===== src/rtl/rst_run_ctrl.sv =====
// Reset and run controller for the min_sopc core.
// Synchronises and stretches the external reset, then times the run and freezes the core at the end.
module rst_run_ctrl #(
   parameter int SYNC_STAGES = 2,
   parameter int HOLD_CYCLES = 10,
   parameter int RUN_CYCLES  = 50,
   parameter int CNT_WIDTH   = 32
) (
   input  logic                 clk,
   input  logic                 rst,
   input  logic                 halt_req,
   output logic                 cpu_rst,
   output logic                 run,
   output logic                 done,
   output logic [1:0]           halt_cause,
   output logic [CNT_WIDTH-1:0] cycle_cnt
);

   localparam int HOLD_W = (HOLD_CYCLES > 1) ? $clog2(HOLD_CYCLES) : 1;
   localparam logic [HOLD_W-1:0]    HOLD_LAST = HOLD_W'((HOLD_CYCLES > 0) ? HOLD_CYCLES - 1 : 0);
   localparam logic [HOLD_W-1:0]    HOLD_ONE  = HOLD_W'(1);
   localparam logic [CNT_WIDTH-1:0] RUN_LAST  = CNT_WIDTH'((RUN_CYCLES > 0) ? RUN_CYCLES - 1 : 0);
   localparam logic [CNT_WIDTH-1:0] CNT_ONE   = CNT_WIDTH'(1);
   localparam logic [CNT_WIDTH-1:0] CNT_MAX   = '1;

   localparam logic [1:0] CAUSE_NONE    = 2'd0;
   localparam logic [1:0] CAUSE_TIMEOUT = 2'd1;
   localparam logic [1:0] CAUSE_HALT    = 2'd2;

   typedef enum logic [1:0] {
      S_RESET = 2'd0,
      S_HOLD  = 2'd1,
      S_RUN   = 2'd2,
      S_DONE  = 2'd3
   } state_t;

   state_t                 state_q;
   logic [SYNC_STAGES-1:0] sync_q;
   logic [SYNC_STAGES-1:0] sync_d;
   logic                   rst_sync;
   logic [HOLD_W-1:0]      hold_cnt_q;
   logic [CNT_WIDTH-1:0]   cycle_cnt_q;
   logic [CNT_WIDTH-1:0]   cycle_cnt_d;
   logic                   cpu_rst_q;
   logic                   run_q;
   logic                   done_q;
   logic [1:0]             halt_cause_q;

   // Release ripples through the chain: zeros enter at stage 0, last stage is the synced reset.
   assign sync_d   = {sync_q[SYNC_STAGES-2:0], 1'b0};
   assign rst_sync = sync_q[SYNC_STAGES-1];

   always_ff @(posedge clk or posedge rst) begin
      if (rst) begin
         sync_q <= '1;
      end else begin
         sync_q <= sync_d;
      end
   end

   assign cycle_cnt_d = (cycle_cnt_q == CNT_MAX) ? cycle_cnt_q : cycle_cnt_q + CNT_ONE;

   always_ff @(posedge clk or posedge rst) begin
      if (rst) begin
         state_q      <= S_RESET;
         hold_cnt_q   <= '0;
         cycle_cnt_q  <= '0;
         cpu_rst_q    <= 1'b1;
         run_q        <= 1'b0;
         done_q       <= 1'b0;
         halt_cause_q <= CAUSE_NONE;
      end else begin
         case (state_q)
            S_RESET: begin
               if (!rst_sync) begin
                  hold_cnt_q <= '0;
                  if (HOLD_CYCLES == 0) begin
                     state_q   <= S_RUN;
                     cpu_rst_q <= 1'b0;
                     run_q     <= 1'b1;
                  end else begin
                     state_q <= S_HOLD;
                  end
               end
            end
            S_HOLD: begin
               if (hold_cnt_q == HOLD_LAST) begin
                  state_q   <= S_RUN;
                  cpu_rst_q <= 1'b0;
                  run_q     <= 1'b1;
               end else begin
                  hold_cnt_q <= hold_cnt_q + HOLD_ONE;
               end
            end
            S_RUN: begin
               // The terminating edge is itself a completed run cycle.
               cycle_cnt_q <= cycle_cnt_d;
               if (halt_req) begin
                  state_q      <= S_DONE;
                  cpu_rst_q    <= 1'b1;
                  run_q        <= 1'b0;
                  done_q       <= 1'b1;
                  halt_cause_q <= CAUSE_HALT;
               end else if ((RUN_CYCLES != 0) && (cycle_cnt_q == RUN_LAST)) begin
                  state_q      <= S_DONE;
                  cpu_rst_q    <= 1'b1;
                  run_q        <= 1'b0;
                  done_q       <= 1'b1;
                  halt_cause_q <= CAUSE_TIMEOUT;
               end
            end
            default: begin
               state_q <= S_DONE;
            end
         endcase
      end
   end

   assign cpu_rst    = cpu_rst_q;
   assign run        = run_q;
   assign done       = done_q;
   assign halt_cause = halt_cause_q;
   assign cycle_cnt  = cycle_cnt_q;

endmodule


===== config.mk =====
export PLATFORM = sky130hd
export DESIGN_NAME = rst_run_ctrl
export DESIGN_NICKNAME = d
export VERILOG_FILES = /design/src/rtl/rst_run_ctrl.sv
export SDC_FILE = /design/constraint.sdc
export NUM_CORES = 1
export LEC_CHECK = 0
export BUFFER_PORTS_ARGS = -buffer_cell sky130_fd_sc_hd__buf_2
export CORE_ASPECT_RATIO = 0.8
export CORE_MARGIN = 1.5
export CORE_UTILIZATION = 35
export DETAILED_ROUTE_END_ITERATION = 6
export PLACE_DENSITY = 0.65
export SYNTH_ARGS = -nofsm -noshare
export SYNTH_HDL_FRONTEND = slang
export SYNTH_SLANG_ARGS = --single-unit

===== constraint.sdc =====
create_clock -name clk -period 2.5 [get_ports clk]
set_input_delay 0.125 -clock clk [delete_from_list [all_inputs] [get_ports clk]]
set_output_delay 0.125 -clock clk [all_outputs]
set_load 0.03 [all_outputs]

== Word-level counts from Yosys, hierarchy flattened ==
Cells that the tools add are included.
Operators by class
  add/sub/neg operators: 2
  reductions and logical operators: 9
  eq/ne operators: 9
  bitwise gates (word level): 1
  muxes and demuxes: 18
Operator list (count)
  adder 32 x 1 -> 32 bit, second input constant: 1
  == test 32 bit, second input constant: 1
  == test 32 x 6 -> 1 bit, second input constant: 1
  2-to-1 mux 2 bit: 6
  AND reduction 3 bit: 3
  2-to-1 mux 4 bit: 2
  case mux 4 bit (2 select lines): 1
  2-to-1 mux 1 bit: 6
  != test 2 bit, second input constant: 3
  case mux 2 bit (3 select lines): 1
  nonzero test 2 bit: 3
  adder 4 x 1 -> 4 bit, second input constant: 1
  == test 4 bit, second input constant: 1
  case mux 1 bit (2 select lines): 2
  AND reduction 2 bit: 2
  != test 3 bit, second input constant: 1
  == test 2 x 1 -> 1 bit, second input constant: 1
  == test 2 bit, second input constant: 1
  zero test 2 bit: 1
  inverter 1 bit: 1
Storage, ports and cells
  word-level logic and storage cells: 47
  register bits: 45
  output and inout bits: 37
  input port bits: 3

== Longest topological paths before layout ==
Gate-level depths: netlist (run 1).
  word-level depth: 4
  gate-level depth with buffers: 7
  gate-level depth less buffers: 7

== Least setup slack after synthesis (run 1) ==
No wires, ideal clock.
  path kind: register -> register
  start point: register cycle_cnt_q[0] (netlist: cycle_cnt[0])
  end point: register cycle_cnt_q[4] (netlist: cycle_cnt[4])
  clock period less this slack: 1.957 ns
  stages on the path, launching flop included: 8
  data required time: 2.360 ns
  buffers on the path: 1
  data arrival time: 1.817 ns
  setup time: 0.140 ns
  setup slack: 0.543 ns
  path through: dfrtp_1 ha_1 nand3_1 nor4_4 a31o_4 buf_6 nor2_1 xor2_1
On the way
  word-level cells in the longest chain between the ends: 3
  elaborated cells on any way between the ends: 4
  classes of those cells: add/sub (1); eq/ne (1); bitwise (1); reduce/logical (1)
RTL lines
  start, declared: RTL line 42  | logic [CNT_WIDTH-1:0] cycle_cnt_q;
  start signal, assigned: RTL line 97  | cycle_cnt_q <= cycle_cnt_d;
  branches (longest 3 deep; another with adder 32 x 1 -> 32 bit)
Several ways; the timed one is not identified.
A chain may end at the register's enable or synchronous reset.

== Final worst setup path (run 1) ==
  start point: register cycle_cnt_q[0] (netlist: cycle_cnt[0])
  end point: register cycle_cnt_q[29] (netlist: cycle_cnt[29])
Same word-level chain as after synthesis.

==> results.yml, run 1 <==
final_layout:
  regArea_sq_um: 1130
  n_antenna_cell: 0
  area_delta_synth_final_pct: 16.9
  utilization: 0.422
  multiInputGateArea_sq_um: 1100
  nets: 267
  fillers: 635
  drive_gt1_frac: 0.257
floorplan:
  die_width_um: 93.7
  die_area_sq_um: 7080
  start_util: 0.361
  die_h_um: 75.6
  fp-row-count: 26
  coreArea_sq_um: 6380
  io_pins: 40
setup_path:
  crit_chain: "ha_1 -> nand3_1 -> nor4_4 -> and2_1 -> nor3_1 -> xor2_1"
  crit_fanout: 8
  rr_startpoint: "cycle_cnt[0]"
  worstPathArrival_ps: 2210
  path_class: "reg -> reg"
  startpoint_type: "flip-flop"
  crit_start: "cycle_cnt[0]"
  crit_family: "simple AND/OR/NAND/NOR gates"
  slowest_stage: "dfrtp_1"
  cp_slowest_stage_delay_ps: 450
  ff2ff_path_depth: 6
  crit_buf_inv: 0
  cp-end-kind: "flip-flop"
  required_ps: 2670
  cp_num_cells: 6
sta:
  clock_skew_ps: 9.45
  setup_viol: 0
  period_share: 0.818
  tns_ps: 0
  period_needed_ps: 2040
  grt_setup_unrepaired: "false"
  slew_violations: 0
  tightest_slew_ps: 933
  fmax_mhz: 489
  hold_violations: 0
  slew_headroom: 0.377
clock_network:
  cts_resized: 0
  hold_buffers: 0
  clkTransAtPathRegs_ps: 80
  clk-insertion-delay-late_ps: 300
  htreeDepth: 2
  clock_sinks: 45
  cts_tree: "yes"
  cts-root-buf: "clkbuf_8"
  cts_buffer_depth: 2
  cts_setup_buffers: 0
  numCtsBuffers: 5
route:
  wl_per_cell_um: 14.2
  ant_nets: 0
  routed_wl_mm: 4.88
  vias: 1740
  drtIter0Drc: 155
  drc: 0
  dr.pass1.iters: 4
  avgViaCountPerCell: 5.04
synth:
  yosysWarningCount: 0
  avgSynthCellArea_sq_um: 10.6
  syn_nets: 224
  synth_top_family_by_area: "simple AND/OR/NAND/NOR gates"
  synth-async-reset-ratio: 1.00
  synth_mux_area_frac: 0
  ys.flop_type: "dfrtp_1"
  post_synth_and_or_nand_nor_area_fraction: 0.268
  synth_fa_ha_area_frac: 0.0217
  ys_ff_latch: 45
  syn_area_sq_um: 2300
  synth_cell_type_count: 44
  synth-compound-area-share: 0.0733
  synth-seq-area-share: 0.490
  synth_edf_count: 0
  synth_cells: 217
  synth-xor-area-share: 0.114
hold_path:
  min_path_type: "in -> async"
place:
  gp_congestion: 0.813
  port-buffer-count: 39
  dp_hpwl_mm: 3.54
grt:
  gr-total-overflow: 0
  grt_antenna_before_repair: 0
  grt_start_max_net_pins: 46
  grt_pass1_wl_mm: 8.14
  grt_usage: 0.150
  grt_pass1_vias: 1591
pwr:
  ir_worst_vdd_mv: 0.255
  powerDensity_nw_per_um2: 518
  leakagePower_nw: 1.34
outcome:
  status: "complete, no violations"
job:
  maxCapViolCount: 0
kinds of logic (layout without fill, tap and decap cells):
group / Yosys count / in the layout
and+or+nand+nor: 97 / 97
DFF: 45 / 45
xor gates and xnor gates: 30 / 30
AOI/OAI and AO/OA: 25 / 25
buffers and inverters: 15 / 59
adders and majority gates: 4 / 4
other: 1 / 1
final timing paths:
path,endpoint,slack [ps]
min in group clk,halt_cause[1],130
min,cycle_cnt[26],40
min reg2reg,sync_q[1],360
max,cycle_cnt[29],460
max reg2reg,cycle_cnt[29],460
max in group asynchronous,cycle_cnt[15],1880
synth_stat cells (4+ instances only):
library cell | count | area (sq um)
a21oi_1 | 5 | 25.0
and3_1 | 4 | 25.0
dfrtp_1 | 42 | 1050
ha_1 | 4 | 50.1
inv_1 | 12 | 45.0
nand2_1 | 19 | 71.3
nand3_1 | 12 | 60.1
nand4_1 | 8 | 50.1
nor2_1 | 12 | 45.0
nor3_1 | 12 | 60.1
nor4_1 | 7 | 43.8
o21ai_0 | 9 | 45.0
xnor2_1 | 13 | 114
xor2_1 | 17 | 149
state kept, by name, summed over array words and instances, names as in the netlist:
| name | flops |
|---|---|
| cpu_rst | 1 |
| cycle_cnt | 32 |
| done | 1 |
| halt_cause | 2 |
| hold_cnt_q | 4 |
| run | 1 |
| state_q | 2 |
| sync_q | 2 |
metrics by stage:
step | worst slack (ps) | cells | hold slack (ps) | total power, W | cell area, sq um
global route | 349 | 345 | 117 | 0.00145 | 2690
CTS | 461 | 345 | 70.7 | 0.00141 | 2690
global placement | 590 | 337 | 345 | 0.000849 | 2580
floorplan | 543 | 217 | 260 | 0.000823 | 2300
finish | 456 | 345 | 41.2 | 0.00140 | 2690
detailed placement | 515 | 337 | 348 | 0.000849 | 2580
cell type report:
| class | instances | area share |
|---|---|---|
| multi-input combinational | 157 | 0.409 |
| clock buffer | 7 | 0.0320 |
| inverter | 12 | 0.0167 |
| timing repair buffer | 39 | 0.0725 |
| clock inverter | 1 | 0.0111 |
| sequential | 45 | 0.419 |
| tap | 84 | 0.0390 |
layer usage:
layer  global-route usage  wire [um]  vias to the layer above
met5                    0          0                        -
met4               0.0448         50                        0
met3               0.0329        212                        5
met2                0.205       1970                       34
met1                0.235       2650                      847
li1                     -          -                      854
where the power goes:
group	leakage [nW]	switching, W	internal (W)
clock	0.0585	0.000235	0.000326
sequential	0.584	0.0000139	0.000742
combinational	0.697	0.0000563	0.0000224
total	1.34	0.000306	0.00109
cells in the final DEF, fill, tap and decap left out, drive strengths merged:
| master | instances |
|---|---|
| ha | 4 |
| nand2b | 3 |
| dfrtp | 42 |
| a21oi | 5 |
| nor4b | 4 |
| nor3 | 14 |
| nor4bb | 1 |
| nand3 | 12 |
| buf | 39 |
| a31oi | 2 |
| o21a | 1 |
| a22oi | 1 |
| xnor2 | 13 |
| clkbuf | 7 |
| or3 | 1 |
| dfstp | 3 |
| nor2b | 2 |
| o21ai | 9 |
| inv | 12 |
| a31o | 1 |
| or2 | 1 |
| and2 | 1 |
| nor2 | 13 |
| a2bb2oi | 1 |
| a22o | 1 |
| o21bai | 1 |
| xor2 | 17 |
| bufinv | 1 |
| and3 | 4 |
| nor3b | 1 |
| conb | 1 |
| nor4 | 10 |
| nand2 | 19 |
| nand3b | 1 |
| a21o | 3 |
| nand4 | 10 |
(Power assumes the default switching activity.)
==> run 2: changes to the inputs <==
==> constraint.sdc (replaced) <==
create_clock -name clk -period 2.05 [get_ports clk]
set_input_delay 0.1025 -clock clk [delete_from_list [all_inputs] [get_ports clk]]
set_output_delay 0.1025 -clock clk [all_outputs]
set_load 0.03 [all_outputs]
==> results.yml, run 2 (synthesis results as in run 1) <==
outcome:
  status: "complete, no violations"
setup_path:
  path_class: "reg -> reg"
  crit_fanout: 6
  startpoint_type: "flip-flop"
  rr_startpoint: "state_q[0]"
  r2r_slack_ps: 160
  required_ps: 2270
  worstPathArrival_ps: 2120
  cp-end-kind: "flip-flop"
  crit_start: "state_q[0]"
final_layout:
  nets: 279
  final_cell_mix: "42 x dfrtp_1, 39 x buf_2, 19 x nand2_1, 17 x xor2_1, 13 x xnor2_1"
  final_cell_area_sq_um: 2800
  utilization: 0.439
  area_delta_synth_final_pct: 21.6
  largest_reg_flops: 32
  finalNonFillerCells: 357
  drive_gt1_frac: 0.289
  n_antenna_cell: 0
  layout_commonest_cell: "dfrtp_1"
place:
  dp_hpwl_mm: 3.78
  placedCellCount: 348
  port-buffer-count: 39
  placed_area_sq_um: 2670
  gp_congestion: 0.836
floorplan:
  die_area_sq_um: 7080
  die_width_um: 93.7
  io_pins: 40
  die_h_um: 75.6
  coreArea_sq_um: 6380
  start_util: 0.361
  fp-row-count: 26
sta:
  grt_setup_unrepaired: "false"
  hold_violations: 0
  holdWs_ps: 87.3
  period_needed_ps: 1890
  slew_violations: 0
  tns_ps: 0
  period_share: 0.924
  tightest_slew_ps: 526
  fmax_mhz: 528
  setup_viol: 0
  clock_skew_ps: 18.6
  slew_headroom: 0.649
pwr:
  leakagePower_nw: 1.40
  powerDensity_nw_per_um2: 623
  ir_worst_vdd_mv: 0.317
clock_network:
  numCtsBuffers: 5
  cts_tree: "yes"
  clock_sinks: 45
  clk-insertion-delay-late_ps: 310
  clkTransAtPathRegs_ps: 80
  cts_buffer_depth: 2
  cts-root-buf: "clkbuf_8"
  cts_setup_buffers: 0
  htreeDepth: 2
job:
  maxCapViolCount: 0
grt:
  grt_pass1_wl_mm: 8.55
  grt_pass1_vias: 1663
  gr-total-overflow: 0
  grt_antenna_before_repair: 0
  grt_usage: 0.160
  grt_start_max_net_pins: 24
hold_path:
  hold_start: "halt_req"
  min_path_type: "in -> reg"
route:
  avgViaCountPerCell: 5.01
  vias: 1790
  wl_per_cell_um: 14.5
  drc: 0
  routed_wl_mm: 5.17
  ant_nets: 0
  dr.pass1.iters: 4
  drtIter0Drc: 209
-- run 2: cell types whose count changed in the layout (fill, tap and decap cells not counted) --
| cell | delta |
|---|---|
| and2_1 | -1 |
| and2_2 | +1 |
| buf_12 | +1 |
| dlygate4sd3_1 | +1 |
| buf_4 | +10 |
-- run 2: where the power goes --
part	switching (W)	internal, W
combinational	0.0000805	0.0000424
clock	0.000309	0.000398
sequential	0.00000854	0.000905
total	0.000398	0.00135
-- run 2: what timing repair did --
item | in CTS | in global routing
endpoints found under the setup margin | 0 | 8
hold endpoints to repair | 19 | 0
hold buffers | 1 | 0
resized for setup | 0 | 1
-- run 2: final timing paths --
path,depth (start not counted),to
min in group asynchronous,3,cycle_cnt[16]
min,3,halt_cause[1]
max,5,cycle_cnt[31]
max reg2reg,5,cycle_cnt[31]
min reg2reg,0,sync_q[1]
max in group asynchronous,4,cycle_cnt[30]
-- run 2: routing by layer --
layer,track usage,share of wire,wire length [um],vias up
met3,0.0319,0.039,204,5
met5,0,0,0,-
met2,0.223,0.43,2200,44
met1,0.246,0.53,2720,870
li1,-,-,-,871
met4,0.0514,0.0081,42,0
-- run 2: cell type report --
type / count / area [sq um]
fillers: 639 / 3580
flip-flops and latches: 45 / 1130
multi-input cells: 157 / 1100
repair buffers: 51 / 300
well taps: 84 / 105
clock buffers: 7 / 86.3
inverters: 12 / 45.0
clock inverters: 1 / 30.0
-- run 2: worst max-delay path, stage by stage, from the launching register on --
cell and delay [ps]:
dfrtp_1 440, nand2b_4 180, or3_4 380, nand3b_1 290, nor4b_2 360, xor2_1 160
-- run 2: through the flow --
step | total power (W) | worst slack [ps]
floorplan | 0.00100 | 93.2
global placement | 0.00105 | 144
detailed placement | 0.00105 | 124
CTS | 0.00176 | 99.0
global route | 0.00181 | 5.55
finish | 0.00174 | 156
